### src/rtl/pacemaker_io_pkg.sv
// Shared constants for the pacemaker I/O front end: clock rate, key timing
// defaults and the role assigned to each key channel.
package pacemaker_io_pkg;

  localparam int N_KEYS_DEFAULT = 3;
  localparam int CLK_HZ         = 50_000_000;

  // 10 ms debounce and 50 ms minimum visible press at the system clock
  localparam int DEBOUNCE_CYCLES_DEFAULT = CLK_HZ / 100;
  localparam int STRETCH_CYCLES_DEFAULT  = CLK_HZ / 20;

  // Key channel roles: atrial sense, ventricular sense, auxiliary
  localparam int KEY_AS  = 0;
  localparam int KEY_VS  = 1;
  localparam int KEY_AUX = 2;

endpackage : pacemaker_io_pkg

### src/rtl/key_event_conditioner_if.sv
// Key bundle between the raw button pins / firmware PIO side and the
// conditioner. The master drives pins and clear strobes; the slave (the
// conditioner) returns the conditioned key views.
interface key_event_conditioner_if #(
  parameter int N_KEYS = 3
);

  logic [N_KEYS-1:0] key_raw;
  logic [N_KEYS-1:0] clr_overrun;
  logic [N_KEYS-1:0] keys_export;
  logic [N_KEYS-1:0] key_level;
  logic [N_KEYS-1:0] key_press_pulse;
  logic [N_KEYS-1:0] overrun;

  modport master (
    output key_raw,
    output clr_overrun,
    input  keys_export,
    input  key_level,
    input  key_press_pulse,
    input  overrun
  );

  modport slave (
    input  key_raw,
    input  clr_overrun,
    output keys_export,
    output key_level,
    output key_press_pulse,
    output overrun
  );

endinterface : key_event_conditioner_if

### src/rtl/key_channel.sv
// One key channel: 2-FF synchroniser, polarity normalisation, debounce,
// press-edge detection, minimum-width stretch and sticky overrun flag.
module key_channel #(
  parameter int DEBOUNCE_CYCLES = 4,
  parameter int STRETCH_CYCLES  = 8,
  parameter bit KEY_ACTIVE_LOW  = 1'b1
) (
  input  logic clk,
  input  logic rst,
  input  logic key_raw,
  input  logic clr_overrun,
  output logic keys_export,
  output logic key_level,
  output logic key_press_pulse,
  output logic overrun
);

  localparam int DW = $clog2(DEBOUNCE_CYCLES + 1);
  localparam int SW = $clog2(STRETCH_CYCLES + 1);

  localparam logic          IDLE_PIN = KEY_ACTIVE_LOW ? 1'b1 : 1'b0;
  localparam logic [DW-1:0] D_LAST   = DW'(DEBOUNCE_CYCLES - 1);
  localparam logic [SW-1:0] S_LOAD   = SW'(STRETCH_CYCLES);

  logic          sync_p0;
  logic          sync_p1;
  logic          s;
  logic [DW-1:0] dcnt;
  logic          level_d;
  logic [SW-1:0] scnt;
  logic          stretch_active;

  // Stage p0/p1: bring the asynchronous pin into the clock domain
  always_ff @(posedge clk or posedge rst) begin
    if (rst) begin
      sync_p0 <= IDLE_PIN;
      sync_p1 <= IDLE_PIN;
    end else begin
      sync_p0 <= key_raw;
      sync_p1 <= sync_p0;
    end
  end

  assign s = KEY_ACTIVE_LOW ? ~sync_p1 : sync_p1;

  // Accept a new level only after it has differed for DEBOUNCE_CYCLES samples
  always_ff @(posedge clk or posedge rst) begin
    if (rst) begin
      dcnt      <= '0;
      key_level <= 1'b0;
    end else if (s == key_level) begin
      dcnt <= '0;
    end else if (dcnt == D_LAST) begin
      key_level <= s;
      dcnt      <= '0;
    end else begin
      dcnt <= dcnt + 1'b1;
    end
  end

  // One-cycle pulse on each accepted press; releases are ignored
  always_ff @(posedge clk or posedge rst) begin
    if (rst) begin
      level_d         <= 1'b0;
      key_press_pulse <= 1'b0;
    end else begin
      level_d         <= key_level;
      key_press_pulse <= key_level & ~level_d;
    end
  end

  assign stretch_active = (scnt != '0);

  // Reload the stretch window on a press, otherwise count it down to zero
  always_ff @(posedge clk or posedge rst) begin
    if (rst) begin
      scnt <= '0;
    end else if (key_press_pulse) begin
      scnt <= S_LOAD;
    end else if (stretch_active) begin
      scnt <= scnt - 1'b1;
    end
  end

  // Firmware-visible key: held while pressed or while the window runs
  always_ff @(posedge clk or posedge rst) begin
    if (rst) begin
      keys_export <= 1'b0;
    end else begin
      keys_export <= key_level | stretch_active;
    end
  end

  // Sticky flag for a press that lands inside a running window; set beats clear
  always_ff @(posedge clk or posedge rst) begin
    if (rst) begin
      overrun <= 1'b0;
    end else if (key_press_pulse && stretch_active) begin
      overrun <= 1'b1;
    end else if (clr_overrun) begin
      overrun <= 1'b0;
    end
  end

endmodule : key_channel

### src/rtl/key_event_conditioner.sv
// Conditions the DE2 push-buttons feeding the Nios keys PIO: synchronised,
// debounced, stretched key levels plus per-key press pulses and overrun flags.
module key_event_conditioner
  import pacemaker_io_pkg::*;
#(
  parameter int N_KEYS          = N_KEYS_DEFAULT,
  parameter int DEBOUNCE_CYCLES = DEBOUNCE_CYCLES_DEFAULT,
  parameter int STRETCH_CYCLES  = STRETCH_CYCLES_DEFAULT,
  parameter bit KEY_ACTIVE_LOW  = 1'b1
) (
  input  logic                    clk_clk,
  input  logic                    reset_reset,
  key_event_conditioner_if.slave  bus
);

  if (N_KEYS < 1) begin : g_bad_n_keys
    $error("key_event_conditioner: N_KEYS must be >= 1");
  end
  if (DEBOUNCE_CYCLES < 1) begin : g_bad_debounce
    $error("key_event_conditioner: DEBOUNCE_CYCLES must be >= 1");
  end
  if (STRETCH_CYCLES < 1) begin : g_bad_stretch
    $error("key_event_conditioner: STRETCH_CYCLES must be >= 1");
  end

  logic [N_KEYS-1:0] export_v;
  logic [N_KEYS-1:0] level_v;
  logic [N_KEYS-1:0] pulse_v;
  logic [N_KEYS-1:0] overrun_v;

  for (genvar i = 0; i < N_KEYS; i++) begin : g_ch
    key_channel #(
      .DEBOUNCE_CYCLES (DEBOUNCE_CYCLES),
      .STRETCH_CYCLES  (STRETCH_CYCLES),
      .KEY_ACTIVE_LOW  (KEY_ACTIVE_LOW)
    ) u_ch (
      .clk             (clk_clk),
      .rst             (reset_reset),
      .key_raw         (bus.key_raw[i]),
      .clr_overrun     (bus.clr_overrun[i]),
      .keys_export     (export_v[i]),
      .key_level       (level_v[i]),
      .key_press_pulse (pulse_v[i]),
      .overrun         (overrun_v[i])
    );
  end

  assign bus.keys_export     = export_v;
  assign bus.key_level       = level_v;
  assign bus.key_press_pulse = pulse_v;
  assign bus.overrun         = overrun_v;

endmodule : key_event_conditioner

### src/flat_wrapper.sv
// flat-port wrapper written by rule: the top's interface ports become plain ports
module key_event_conditioner_flat import pacemaker_io_pkg::*;
#(
  parameter int N_KEYS          = N_KEYS_DEFAULT,
  parameter int DEBOUNCE_CYCLES = DEBOUNCE_CYCLES_DEFAULT,
  parameter int STRETCH_CYCLES  = STRETCH_CYCLES_DEFAULT,
  parameter bit KEY_ACTIVE_LOW  = 1'b1
)
  (clk_clk, reset_reset, bus_key_raw, bus_clr_overrun, bus_keys_export, bus_key_level, bus_key_press_pulse, bus_overrun);
  key_event_conditioner_if #(.N_KEYS(N_KEYS)) bus_i ();
  input  logic clk_clk;
  input  logic reset_reset;
  input wire logic [$bits(bus_i.key_raw)-1:0] bus_key_raw;
  input wire logic [$bits(bus_i.clr_overrun)-1:0] bus_clr_overrun;
  output wire logic [$bits(bus_i.keys_export)-1:0] bus_keys_export;
  output wire logic [$bits(bus_i.key_level)-1:0] bus_key_level;
  output wire logic [$bits(bus_i.key_press_pulse)-1:0] bus_key_press_pulse;
  output wire logic [$bits(bus_i.overrun)-1:0] bus_overrun;
  assign bus_i.key_raw = bus_key_raw;
  assign bus_i.clr_overrun = bus_clr_overrun;
  assign bus_keys_export = bus_i.keys_export;
  assign bus_key_level = bus_i.key_level;
  assign bus_key_press_pulse = bus_i.key_press_pulse;
  assign bus_overrun = bus_i.overrun;
  key_event_conditioner #(.N_KEYS(N_KEYS), .DEBOUNCE_CYCLES(DEBOUNCE_CYCLES), .STRETCH_CYCLES(STRETCH_CYCLES), .KEY_ACTIVE_LOW(KEY_ACTIVE_LOW)) u_core (.clk_clk(clk_clk), .reset_reset(reset_reset), .bus(bus_i));
endmodule
### config.mk
export PLATFORM = sky130hd
export DESIGN_NAME = key_event_conditioner_flat
export DESIGN_NICKNAME = d
export VERILOG_FILES = /design/src/rtl/pacemaker_io_pkg.sv /design/src/rtl/key_event_conditioner_if.sv /design/src/rtl/key_channel.sv /design/src/rtl/key_event_conditioner.sv /design/src/flat_wrapper.sv
export SDC_FILE = /design/constraint.sdc
export NUM_CORES = 1
export LEC_CHECK = 0
export CAP_MARGIN = 20
export CORE_ASPECT_RATIO = 0.8
export CORE_MARGIN = 8
export CORE_UTILIZATION = 45
export CTS_BUF_LIST = sky130_fd_sc_hd__clkbuf_16
export DETAILED_ROUTE_END_ITERATION = 10
export PLACE_DENSITY_LB_ADDON = 0.25
export SLEW_MARGIN = 20
export SYNTH_ARGS = -nofsm -noshare
export SYNTH_HDL_FRONTEND = slang
export SYNTH_SLANG_ARGS = --single-unit
### constraint.sdc
create_clock -name clk_clk -period 4.9 [get_ports clk_clk]
set_clock_uncertainty 0.2 [all_clocks]
set_input_delay 0.735 -clock clk_clk [delete_from_list [all_inputs] [get_ports clk_clk]]
set_output_delay 0.735 -clock clk_clk [all_outputs]
set_load 0.05 [all_outputs]
## After elaboration in Yosys (flattened, before gate mapping)

Cells that the tools add are included.

- Register bits after elaboration: 144
- Latch bits: 0
- RAM bits: 0
- ROM bits: 0
- Memories: 0

- Add/sub/neg operators: 6
- $mul: 0
- Divide/modulo/power cells: 0
- Magnitude comparators: 0
- Equality and inequality tests: 6
- Shift-type cells: 0
- Mux-type cells: 18
- Bitwise logic cells: 15
- Reduce and logical (&&, ||, !) cells: 15

Operators by type and width:

| kind | count |
|---|---|
| 2-to-1 mux 22 bit | 6 |
| 2-to-1 mux 19 bit | 6 |
| nonzero test 22 bit | 3 |
| subtractor 22 x 1 -> 22 bit (second input constant) | 3 |
| adder 19 x 1 -> 19 bit (second input constant) | 3 |
| equality test 19 bit (second input constant) | 3 |
| nonzero test 2 bit | 6 |
| NOT 1 bit | 9 |
| 2-to-1 mux 1 bit | 6 |
| AND reduction 2 bit | 3 |
| AND 1 bit | 3 |
| equality test 1 bit | 3 |
| logical AND 1 bit | 3 |
| OR 1 bit | 3 |

## Longest topological paths before layout

Gate-level depths: netlist of the first run.

- Word-level depth: 4
- Mapped depth: 9
- Mapped depth without buffers: 7

## By module

Synthesis of the first run repeated with hierarchy kept, for this count alone.

- Cell total of the unflattened synthesis: 732
- Area, all modules: 7143.1 um^2

By module, submodules not included:

| module | instances | cells each | area an instance (um^2) |
|---|---|---|---|
| key_channel | 3 | 244 | 2381.0 |

## Worst setup path after synthesis of the first run

OpenSTA, ideal clock, no wires.

- Path type: reg-to-reg
- Start: register u_core.g_ch[2].u_ch.scnt[0]
- End: register u_core.g_ch[2].u_ch.scnt[5]
- Library setup time: 0.130 ns
- Arrival time: 2.194 ns
- Slack: 2.376 ns
- Stages on the path, launching flop included: 10
- Clock period less this slack: 2.524 ns
- Path through: dfrtp_1 > inv_1 > ha_1 > or3b_1 > or2_1 > clkbuf_1 > or3_1 > buf_2 > a211oi_2 > a31oi_1

- Word-level cells in the longest chain between the ends: 3
- Elaborated cells between the ends (all ways): 5

RTL lines:

| what | RTL line | source |
|---|---|---|
| start: declaration | key_channel.sv:30 | `logic [SW-1:0] scnt;` |
| start signal: assignment | key_channel.sv:81 | `scnt <= scnt - 1'b1;` |
| subtractor 22 x 1 -> 22 bit | key_channel.sv:81 |  |
| 2-to-1 mux 22 bit | key_channel.sv:80 | `end else if (stretch_active) begin` |
| 2-to-1 mux 22 bit | key_channel.sv:78 | `end else if (key_press_pulse) begin` |

Several ways; a longest one is shown, not always the timed one. The select of a mux whose other input is x is not followed.
A chain may end at the register's enable or synchronous reset.

## Worst setup path after layout of the first run

- Start: register u_core.g_ch[1].u_ch.key_press_pulse
- End: output port bus_key_press_pulse[1]

RTL lines:

| what | RTL line | source |
|---|---|---|
| start: declaration | key_channel.sv:14 | `output logic key_press_pulse,` |
| start signal: assignment | key_channel.sv:68 | `key_press_pulse <= key_level & ~level_d;` |
| end: declaration | flat_wrapper.sv:17 | `output wire logic [$bits(bus_i.key_press_pulse)-1:0] bus_key_press_pulse;` |

No word-level cell between the ends.

==> results of run 1 <==
worst paths after layout:
check,end,slack [ns]
worst max-delay path,bus_key_press_pulse[1],1.77
worst min-delay path,u_core.g_ch[1].u_ch.sync_p1,0.16
worst max register to register,u_core.g_ch[0].u_ch.scnt[20],2.19
worst min register to register,u_core.g_ch[1].u_ch.sync_p1,0.16
max in group asynchronous,u_core.g_ch[0].u_ch.sync_p0,2.90
min in group asynchronous,u_core.g_ch[0].u_ch.scnt[6],0.65
kinds of logic (layout without fill, tap and decap cells):
logic type                 after synthesis  count (layout)
xor gates and xnor gates                82              82
AOI/OAI and AO/OA                       76              76
adders and majority gates                6               6
buffers and inverters                   58              75
DFF                                    144             144
muxes                                    6               6
and+or+nand+nor                        330             330
per-layer routing:
layer  part of all wire, %  wire length [um]
met5                     0                 0
met4                   1.2               149
met3                   3.5               448
met2                    45              5730
met1                    50              6400
final cells by class:
cell class,instances,area share [%]
multi-input combinational,500,39.7
clock buffer,17,5.42
clock inverter,14,1.72
tap,210,3.35
sequential,144,46.0
inverter,22,1.12
timing repair buffer,22,2.71
through the flow:
stage | setup slack, ns | std cells | power (W) | util, %
2_1_floorplan | 0.109 | 702 | 0.00126 | -
3_3_place_gp | 2.23 | 898 | 0.00128 | 48.2
3_5_place_dp | 2.18 | 898 | 0.00128 | 48.2
4_1_cts | 1.73 | 929 | 0.00254 | 51.9
5_1_grt | 1.65 | 929 | 0.00260 | 51.9
6_report | 1.77 | 929 | 0.00250 | 51.9
state kept, by name, indices dropped and copies added (netlist names):
name                              count
u_core.g_ch.u_ch.scnt                66
u_core.g_ch.u_ch.keys_export          3
u_core.g_ch.u_ch.dcnt                57
u_core.g_ch.u_ch.sync_p0              3
u_core.g_ch.u_ch.key_level            3
u_core.g_ch.u_ch.level_d              3
u_core.g_ch.u_ch.sync_p1              3
u_core.g_ch.u_ch.key_press_pulse      3
u_core.g_ch.u_ch.overrun              3
power groups by stage:
stage	registers [W]	clock network [W]	logic [W]
2_1_floorplan	0.00123	0	0.0000350
3_3_place_gp	0.00123	0	0.0000509
3_5_place_dp	0.00123	0	0.0000524
4_1_cts	0.00121	0.00128	0.0000528
5_1_grt	0.00121	0.00133	0.0000595
6_report	0.00121	0.00124	0.0000499
cell usage in the layout (no fill, tap or decap), types with 12 or more instances in the layout:
| cell | count |
|---|---|
| sky130_fd_sc_hd__xnor2_1 | 22 |
| sky130_fd_sc_hd__inv_1 | 26 |
| sky130_fd_sc_hd__nor4_1 | 13 |
| sky130_fd_sc_hd__o21ai_0 | 14 |
| sky130_fd_sc_hd__nand2b_1 | 18 |
| sky130_fd_sc_hd__clkdlybuf4s50_1 | 19 |
| sky130_fd_sc_hd__nand4_1 | 16 |
| sky130_fd_sc_hd__nor3_1 | 20 |
| sky130_fd_sc_hd__nand2_1 | 39 |
| sky130_fd_sc_hd__xor2_1 | 60 |
| sky130_fd_sc_hd__or3_1 | 12 |
| sky130_fd_sc_hd__or4_1 | 19 |
| sky130_fd_sc_hd__clkbuf_16 | 17 |
| sky130_fd_sc_hd__dfrtp_1 | 138 |
| sky130_fd_sc_hd__a21oi_1 | 22 |
| sky130_fd_sc_hd__nand3_1 | 23 |
| sky130_fd_sc_hd__nor2_1 | 112 |
==> metrics.txt, run 1 <==
# TYPE chip_impl_metric gauge
chip_impl_info{name="status",value="completed"} 1
chip_impl_metric{name="port-buffer-count",unit=""} 19
chip_impl_metric{name="post-cts-setup-buffer-count",unit=""} 0
chip_impl_metric{name="global_routing_usage_on_met2",unit="%"} 21.0
chip_impl_metric{name="cp_num_cells",unit=""} 1
chip_impl_info{name="path_delay_family",value="buffers and inverters"} 1
chip_impl_info{name="dominantRegCellSynth",value="sky130_fd_sc_hd__dfrtp_1"} 1
chip_impl_metric{name="power.ir.vdd_worst",unit="mV"} 0.211
chip_impl_info{name="cp_cell_sequence",value="clkdlybuf4s50_1"} 1
chip_impl_metric{name="coreArea",unit="um2"} 15100
chip_impl_metric{name="syn-num-nets",unit=""} 716
chip_impl_metric{name="use_met3",unit="%"} 3.94
chip_impl_metric{name="dp_hpwl",unit="um"} 8270
chip_impl_metric{name="detailed_route_wire_length",unit="um"} 12700
chip_impl_metric{name="initialDrtViolationCount",unit=""} 318
chip_impl_metric{name="final_min_period_over_clock_period",unit="%"} 63.9
chip_impl_metric{name="power_frac_clock",unit="%"} 49.7
chip_impl_info{name="critPathCaptureType",value="output port"} 1
chip_impl_metric{name="power_report.internal_total",unit="W"} 0.00199
chip_impl_metric{name="totalNegativeSetupSlack",unit="ns"} 0
chip_impl_info{name="yosys-top-cells-count",value="sky130_fd_sc_hd__dfrtp_1, sky130_fd_sc_hd__nor2_1, sky130_fd_sc_hd__xor2_1"} 1
chip_impl_metric{name="r2r_cells",unit=""} 7
chip_impl_metric{name="drc",unit=""} 0
chip_impl_metric{name="synth_to_layout_area_growth",unit="%"} 12.0
chip_impl_metric{name="ctsHoldBuffers",unit=""} 0
chip_impl_metric{name="highest_achievable_clock_rate",unit="MHz"} 320
chip_impl_metric{name="post_synthesis_cell_area",unit="um2"} 7010
chip_impl_metric{name="final_period_minus_worst_setup_slack",unit="ns"} 3.13
chip_impl_metric{name="via_count_of_the_first_global_routing_pass",unit=""} 4886
chip_impl_info{name="root_buf_cell",value="sky130_fd_sc_hd__clkbuf_16"} 1
chip_impl_metric{name="grt_first_pass_wirelength",unit="um"} 23000
chip_impl_metric{name="synth-xor-area-share",unit="%"} 10.3
chip_impl_metric{name="area_of_combinational_cells_with_multiple_inputs",unit="um2"} 3110
chip_impl_metric{name="report.final.slew_viol_count",unit=""} 0
chip_impl_metric{name="groute.layer.met1.usage",unit="%"} 18.9
chip_impl_metric{name="synth_simple_gate_area_share",unit="%"} 24.9
chip_impl_info{name="unrepaired_setup_endpoints_after_global_routing",value="no"} 1
chip_impl_metric{name="netlist_instances",unit=""} 702
chip_impl_info{name="timing.setup.critical_path_class",value="reg -> out"} 1
chip_impl_metric{name="synth.yosys.seq_area_share",unit="%"} 51.5
chip_impl_metric{name="layout.filler_cells",unit=""} 1343
chip_impl_metric{name="fin_hold_ws",unit="ns"} 0.163
chip_impl_metric{name="fp-row-count",unit=""} 40
chip_impl_metric{name="cap_violations",unit=""} 0
chip_impl_info{name="synthMostInstantiatedCell",value="sky130_fd_sc_hd__dfrtp_1"} 1
chip_impl_info{name="synth_top_family_by_area",value="simple AND/OR/NAND/NOR gates"} 1
chip_impl_metric{name="worstPathBufferInverterCount",unit=""} 1
chip_impl_metric{name="post_synth.cell_area_avg",unit="um2"} 9.98
chip_impl_metric{name="place_area",unit="um2"} 7290
chip_impl_info{name="post-synth-top-area-cell",value="sky130_fd_sc_hd__dfrtp_1"} 1
chip_impl_metric{name="antenna_violations_before_repair",unit=""} 0
chip_impl_metric{name="cp.required",unit="ns"} 3.96
chip_impl_metric{name="synth_adder_area_share",unit="%"} 1.07
chip_impl_metric{name="clock_edge_transition_at_the_registers_on_the_reported_setup_and_hold_paths",unit="ns"} 0.06
chip_impl_metric{name="pin_count_of_the_biggest_net_entering_global_routing",unit=""} 93
chip_impl_metric{name="cp_max_fo",unit=""} 25
chip_impl_metric{name="vias_per_cell",unit=""} 5.34
chip_impl_metric{name="ff_latch_area",unit="um2"} 3610
chip_impl_metric{name="yosysWarnings",unit=""} 0
chip_impl_metric{name="route.detailed.wl_per_inst",unit="um"} 13.7
chip_impl_metric{name="ctsHtreeMaxLevel",unit=""} 4
chip_impl_metric{name="power_density",unit="nW/um2"} 319
chip_impl_metric{name="p_switching",unit="W"} 0.000510
chip_impl_metric{name="synth-edff-count",unit=""} 0
chip_impl_metric{name="slew-limit-headroom",unit="%"} 45.5
chip_impl_info{name="hold_path.startpoint",value="u_core.g_ch[1].u_ch.sync_p0"} 1
chip_impl_metric{name="post_synth_num_cell_types",unit=""} 55
chip_impl_metric{name="gr-usage-all-layers",unit="%"} 14.0
chip_impl_metric{name="antenna_cell_count",unit=""} 0
chip_impl_metric{name="globalRoute.totalOverflow",unit=""} 0
chip_impl_info{name="worstSetupStartpoint",value="u_core.g_ch[1].u_ch.key_press_pulse"} 1
chip_impl_metric{name="slowest_delay",unit="ns"} 0.94
chip_impl_metric{name="horiz_die_dim",unit="um"} 156
chip_impl_metric{name="synth.mux.area_fraction",unit="%"} 0.857
chip_impl_metric{name="clock_buffer_count_from_cts",unit=""} 17
chip_impl_info{name="crit_path_start_kind",value="flip-flop"} 1
chip_impl_metric{name="area_fraction_in_compound_gates_after_synthesis",unit="%"} 7.30
chip_impl_metric{name="num_io_pins",unit=""} 20
chip_impl_metric{name="floorplan.initialDensity",unit="%"} 46.4
chip_impl_metric{name="ant_nets",unit=""} 0
chip_impl_metric{name="cellLeakagePower",unit="nW"} 3.64
chip_impl_info{name="crit_slowest_cell",value="sky130_fd_sc_hd__clkdlybuf4s50_1"} 1
chip_impl_metric{name="pwr-share-seq",unit="%"} 48.3
chip_impl_metric{name="total_non_filler_cell_area_in_the_finished_layout",unit="um2"} 7850
chip_impl_metric{name="cts_resized",unit=""} 0
chip_impl_metric{name="finalSetupViolCount",unit=""} 0
chip_impl_metric{name="route.vias.total",unit=""} 4963
chip_impl_metric{name="worst-endpoint-arrival",unit="ns"} 2.19
chip_impl_metric{name="die_height",unit="um"} 128
chip_impl_info{name="min-delay-path-class",value="reg -> reg"} 1
chip_impl_metric{name="synth_top_cell_area_share",unit="%"} 49.3
chip_impl_info{name="top_area_cells_in_the_synthesized_netlist",value="sky130_fd_sc_hd__dfrtp_1, sky130_fd_sc_hd__xor2_1, sky130_fd_sc_hd__nor2_1"} 1
chip_impl_metric{name="final_net_count",unit=""} 721
chip_impl_metric{name="cts_num_sinks",unit=""} 144
chip_impl_metric{name="ys_seq_elements",unit=""} 144
chip_impl_metric{name="p_sw_share",unit="%"} 20.4
chip_impl_metric{name="share_comb_of_total_power",unit="%"} 2.0
chip_impl_info{name="r2r-start",value="u_core.g_ch[0].u_ch.scnt[0]"} 1
chip_impl_info{name="cts_tree",value="built"} 1
chip_impl_metric{name="die_area",unit="um2"} 19800
chip_impl_metric{name="worstMarginPinSlew",unit="ns"} 0.818
chip_impl_metric{name="worstHoldPathCells",unit=""} 0
chip_impl_info{name="grt_most_used_layer",value="met2"} 1
chip_impl_metric{name="ys_async_sr_fraction",unit="%"} 100
chip_impl_metric{name="drive_above_1_share",unit="%"} 6.95
chip_impl_metric{name="hold_violations_final",unit=""} 0
chip_impl_metric{name="max_root_sink_buffers",unit=""} 2
chip_impl_metric{name="replace_congestion",unit=""} 0.810
chip_impl_metric{name="dr.pass1.iters",unit=""} 4
chip_impl_metric{name="clk_latency",unit="ns"} 0.42
Power figures use the tool's default switching activity.
==> run 2, diff against run 1 <==
clock period = 2.7 ns   (was 4.9 ns; I/O delays follow)
==> run 2 against run 1 <==
Worst hold slack lost 0.0042 ns. Critical path type is now reg -> reg. Clock power rose by 77%. Wire length increased by 2.2%. Final area grew 1.8%. Critical endpoint is now u_core.g_ch[2].u_ch.scnt[5]. Cell count rose by 1.9%. Critical path depth grew 4.
==> metrics.txt, run 2 (synthesized netlist as in run 1, its figures left out) <==
# TYPE chip_impl_metric gauge
chip_impl_info{name="status",value="completed"} 1
chip_impl_info{name="layout.cells.most_common_list",value="sky130_fd_sc_hd__dfrtp_1, sky130_fd_sc_hd__nor2_1, sky130_fd_sc_hd__xor2_1"} 1
chip_impl_metric{name="detailed_route_wire_length",unit="um"} 13000
chip_impl_metric{name="max_root_sink_buffers",unit=""} 2
chip_impl_metric{name="initialDrtViolationCount",unit=""} 376
chip_impl_metric{name="p_switching",unit="W"} 0.00107
chip_impl_info{name="mostFrequentLayoutCell",value="sky130_fd_sc_hd__dfrtp_1"} 1
chip_impl_metric{name="replace_congestion",unit=""} 0.807
chip_impl_metric{name="clk_latency",unit="ns"} 0.43
chip_impl_metric{name="num_io_pins",unit=""} 20
chip_impl_metric{name="cellLeakagePower",unit="nW"} 3.70
chip_impl_metric{name="cp.required",unit="ns"} 2.79
chip_impl_metric{name="gr-usage-all-layers",unit="%"} 14.1
chip_impl_metric{name="power_report.internal_total",unit="W"} 0.00340
chip_impl_metric{name="final_min_period_over_clock_period",unit="%"} 94.6
chip_impl_metric{name="route.vias.total",unit=""} 4981
chip_impl_info{name="crit_path_start_kind",value="flip-flop"} 1
chip_impl_metric{name="slew-limit-headroom",unit="%"} 44.9
chip_impl_metric{name="die_height",unit="um"} 128
chip_impl_metric{name="coreArea",unit="um2"} 15100
chip_impl_metric{name="drive_above_1_share",unit="%"} 10.6
chip_impl_metric{name="hold_violations_final",unit=""} 0
chip_impl_metric{name="floorplan.initialDensity",unit="%"} 46.4
chip_impl_metric{name="antenna_violations_before_repair",unit=""} 0
chip_impl_info{name="largest_reg_by_ff_count",value="u_core.g_ch.u_ch.scnt"} 1
chip_impl_metric{name="horiz_die_dim",unit="um"} 156
chip_impl_metric{name="fp-row-count",unit=""} 40
chip_impl_info{name="root_buf_cell",value="sky130_fd_sc_hd__clkbuf_16"} 1
chip_impl_info{name="cts_tree",value="built"} 1
chip_impl_metric{name="final_net_count",unit=""} 738
chip_impl_metric{name="ant_nets",unit=""} 0
chip_impl_metric{name="power_density",unit="nW/um2"} 560
chip_impl_metric{name="die_area",unit="um2"} 19800
chip_impl_metric{name="cap_violations",unit=""} 0
chip_impl_metric{name="share_comb_of_total_power",unit="%"} 2.1
chip_impl_metric{name="worst-endpoint-arrival",unit="ns"} 2.65
chip_impl_metric{name="pre_cts_ws",unit="ns"} 0.135
chip_impl_metric{name="finalPower",unit="W"} 0.00447
chip_impl_metric{name="highest_achievable_clock_rate",unit="MHz"} 391
chip_impl_metric{name="largest_reg_flops",unit=""} 66
chip_impl_metric{name="via_count_of_the_first_global_routing_pass",unit=""} 4877
chip_impl_info{name="critPathCaptureType",value="flip-flop"} 1
chip_impl_metric{name="fin_hold_ws",unit="ns"} 0.158
chip_impl_metric{name="report.final.slew_viol_count",unit=""} 0
chip_impl_metric{name="worst_slack",unit="ns"} 0.145
chip_impl_metric{name="layout.filler_cells",unit=""} 1366
chip_impl_info{name="unrepaired_setup_endpoints_after_global_routing",value="no"} 1
chip_impl_metric{name="cp_max_fo",unit=""} 8
chip_impl_metric{name="dp_hpwl",unit="um"} 8700
chip_impl_info{name="reg_top3",value="u_core.g_ch.u_ch.scnt (66), u_core.g_ch.u_ch.dcnt (57)"} 1
chip_impl_metric{name="dr.pass1.iters",unit=""} 5
chip_impl_metric{name="p_sw_share",unit="%"} 23.9
chip_impl_metric{name="finalCoreUtilization",unit="%"} 52.9
chip_impl_metric{name="route.detailed.wl_per_inst",unit="um"} 13.7
chip_impl_metric{name="totalNegativeSetupSlack",unit="ns"} 0
chip_impl_metric{name="finalSetupViolCount",unit=""} 0
chip_impl_metric{name="port-buffer-count",unit=""} 19
chip_impl_metric{name="drc",unit=""} 0
chip_impl_metric{name="synth_to_layout_area_growth",unit="%"} 14.0
chip_impl_metric{name="globalRoute.totalOverflow",unit=""} 0
chip_impl_metric{name="antenna_cell_count",unit=""} 0
chip_impl_info{name="timing.setup.critical_path_class",value="reg -> reg"} 1
chip_impl_info{name="min-delay-path-class",value="reg -> reg"} 1
chip_impl_metric{name="clock_edge_transition_at_the_registers_on_the_reported_setup_and_hold_paths",unit="ns"} 0.06
chip_impl_metric{name="pin_count_of_the_biggest_net_entering_global_routing",unit=""} 79
chip_impl_metric{name="clock_buffer_count_from_cts",unit=""} 17
chip_impl_metric{name="vias_per_cell",unit=""} 5.26
chip_impl_metric{name="pwr-share-seq",unit="%"} 49.0
chip_impl_metric{name="ctsHoldBuffers",unit=""} 0
chip_impl_metric{name="worstMarginPinSlew",unit="ns"} 0.820
chip_impl_metric{name="grt_first_pass_wirelength",unit="um"} 22800
chip_impl_metric{name="final_period_minus_worst_setup_slack",unit="ns"} 2.55
chip_impl_metric{name="cts_num_sinks",unit=""} 144
chip_impl_metric{name="power.ir.vdd_worst",unit="mV"} 0.411
chip_impl_metric{name="ctsHtreeMaxLevel",unit=""} 4
chip_impl_metric{name="power_frac_clock",unit="%"} 48.9
-- run 2: cell types whose count changed in the layout (fill, tap and decap cells not counted), moves of 4 or more --
cell,before,now
sky130_fd_sc_hd__buf_4,3,19
sky130_fd_sc_hd__clkinv_4,0,4
sky130_fd_sc_hd__clkinvlp_4,0,5
sky130_fd_sc_hd__inv_1,26,21
sky130_fd_sc_hd__inv_6,1,7
-- run 2: repair_timing --
action / in CTS / in global routing
setup buffers: 0 / 0
endpoints found under the hold margin: 0 / 0
setup endpoints to repair: 0 / 3
gates resized for setup: 0 / 2
-- run 2: worst paths after layout --
path	startpoint	endpoint	slack (ns)	depth (start not counted)
worst max-delay path	u_core.g_ch[2].u_ch.scnt[18]	u_core.g_ch[2].u_ch.scnt[5]	0.15	5
worst min-delay path	u_core.g_ch[2].u_ch.sync_p0	u_core.g_ch[2].u_ch.sync_p1	0.16	0
worst max register to register	u_core.g_ch[2].u_ch.scnt[18]	u_core.g_ch[2].u_ch.scnt[5]	0.15	5
worst min register to register	u_core.g_ch[2].u_ch.sync_p0	u_core.g_ch[2].u_ch.sync_p1	0.16	0
max in group asynchronous	reset_reset	u_core.g_ch[2].u_ch.scnt[20]	1.70	3
min in group asynchronous	reset_reset	u_core.g_ch[0].u_ch.scnt[3]	0.23	3
-- run 2: power by group through the flow --
stage	registers, W	clock network (W)	logic (W)
after floorplan	0.00223	0	0.0000640
after CTS	0.00219	0.00225	0.000101
after detailed placement	0.00223	0	0.000100
after global placement	0.00223	0	0.0000977
after global routing	0.00219	0.00234	0.000112
final	0.00219	0.00219	0.0000949
-- run 2: critical path, stage by stage (launching register included) --
cell,delay [ns]
sky130_fd_sc_hd__dfrtp_1,0.40
sky130_fd_sc_hd__or4_1,0.55
sky130_fd_sc_hd__or3_1,0.47
sky130_fd_sc_hd__or3_1,0.52
sky130_fd_sc_hd__a211oi_2,0.22
sky130_fd_sc_hd__a31oi_1,0.06
-- run 2: cell type report --
| type | instances | area (um2) | share of cell area, % |
|---|---|---|---|
| Tap cell | 210 | 263 | 3.29 |
| Inverter | 22 | 86.3 | 1.08 |
| Clock buffer | 17 | 425 | 5.32 |
| Timing Repair Buffer | 39 | 363 | 4.54 |
| Clock inverter | 15 | 126 | 1.58 |
| Multi-Input combinational cell | 500 | 3110 | 39.0 |
| Sequential cell | 144 | 3610 | 45.2 |
-- run 2: through the flow --
stage	cell area, um2	instances
after floorplan	7010	702
after global placement	7430	915
after detailed placement	7430	915
after CTS	7990	947
after global routing	7990	947
final	7990	947
-- run 2: metal layers --
layer  vias to the layer above  share of wire, %  GRT usage, %
met3                        23               2.8          3.81
met5                         -                 0             0
met1                      2448                50          19.0
met2                        43                45          21.0
li1                       2467                 -             -
met4                         0               1.6          5.98
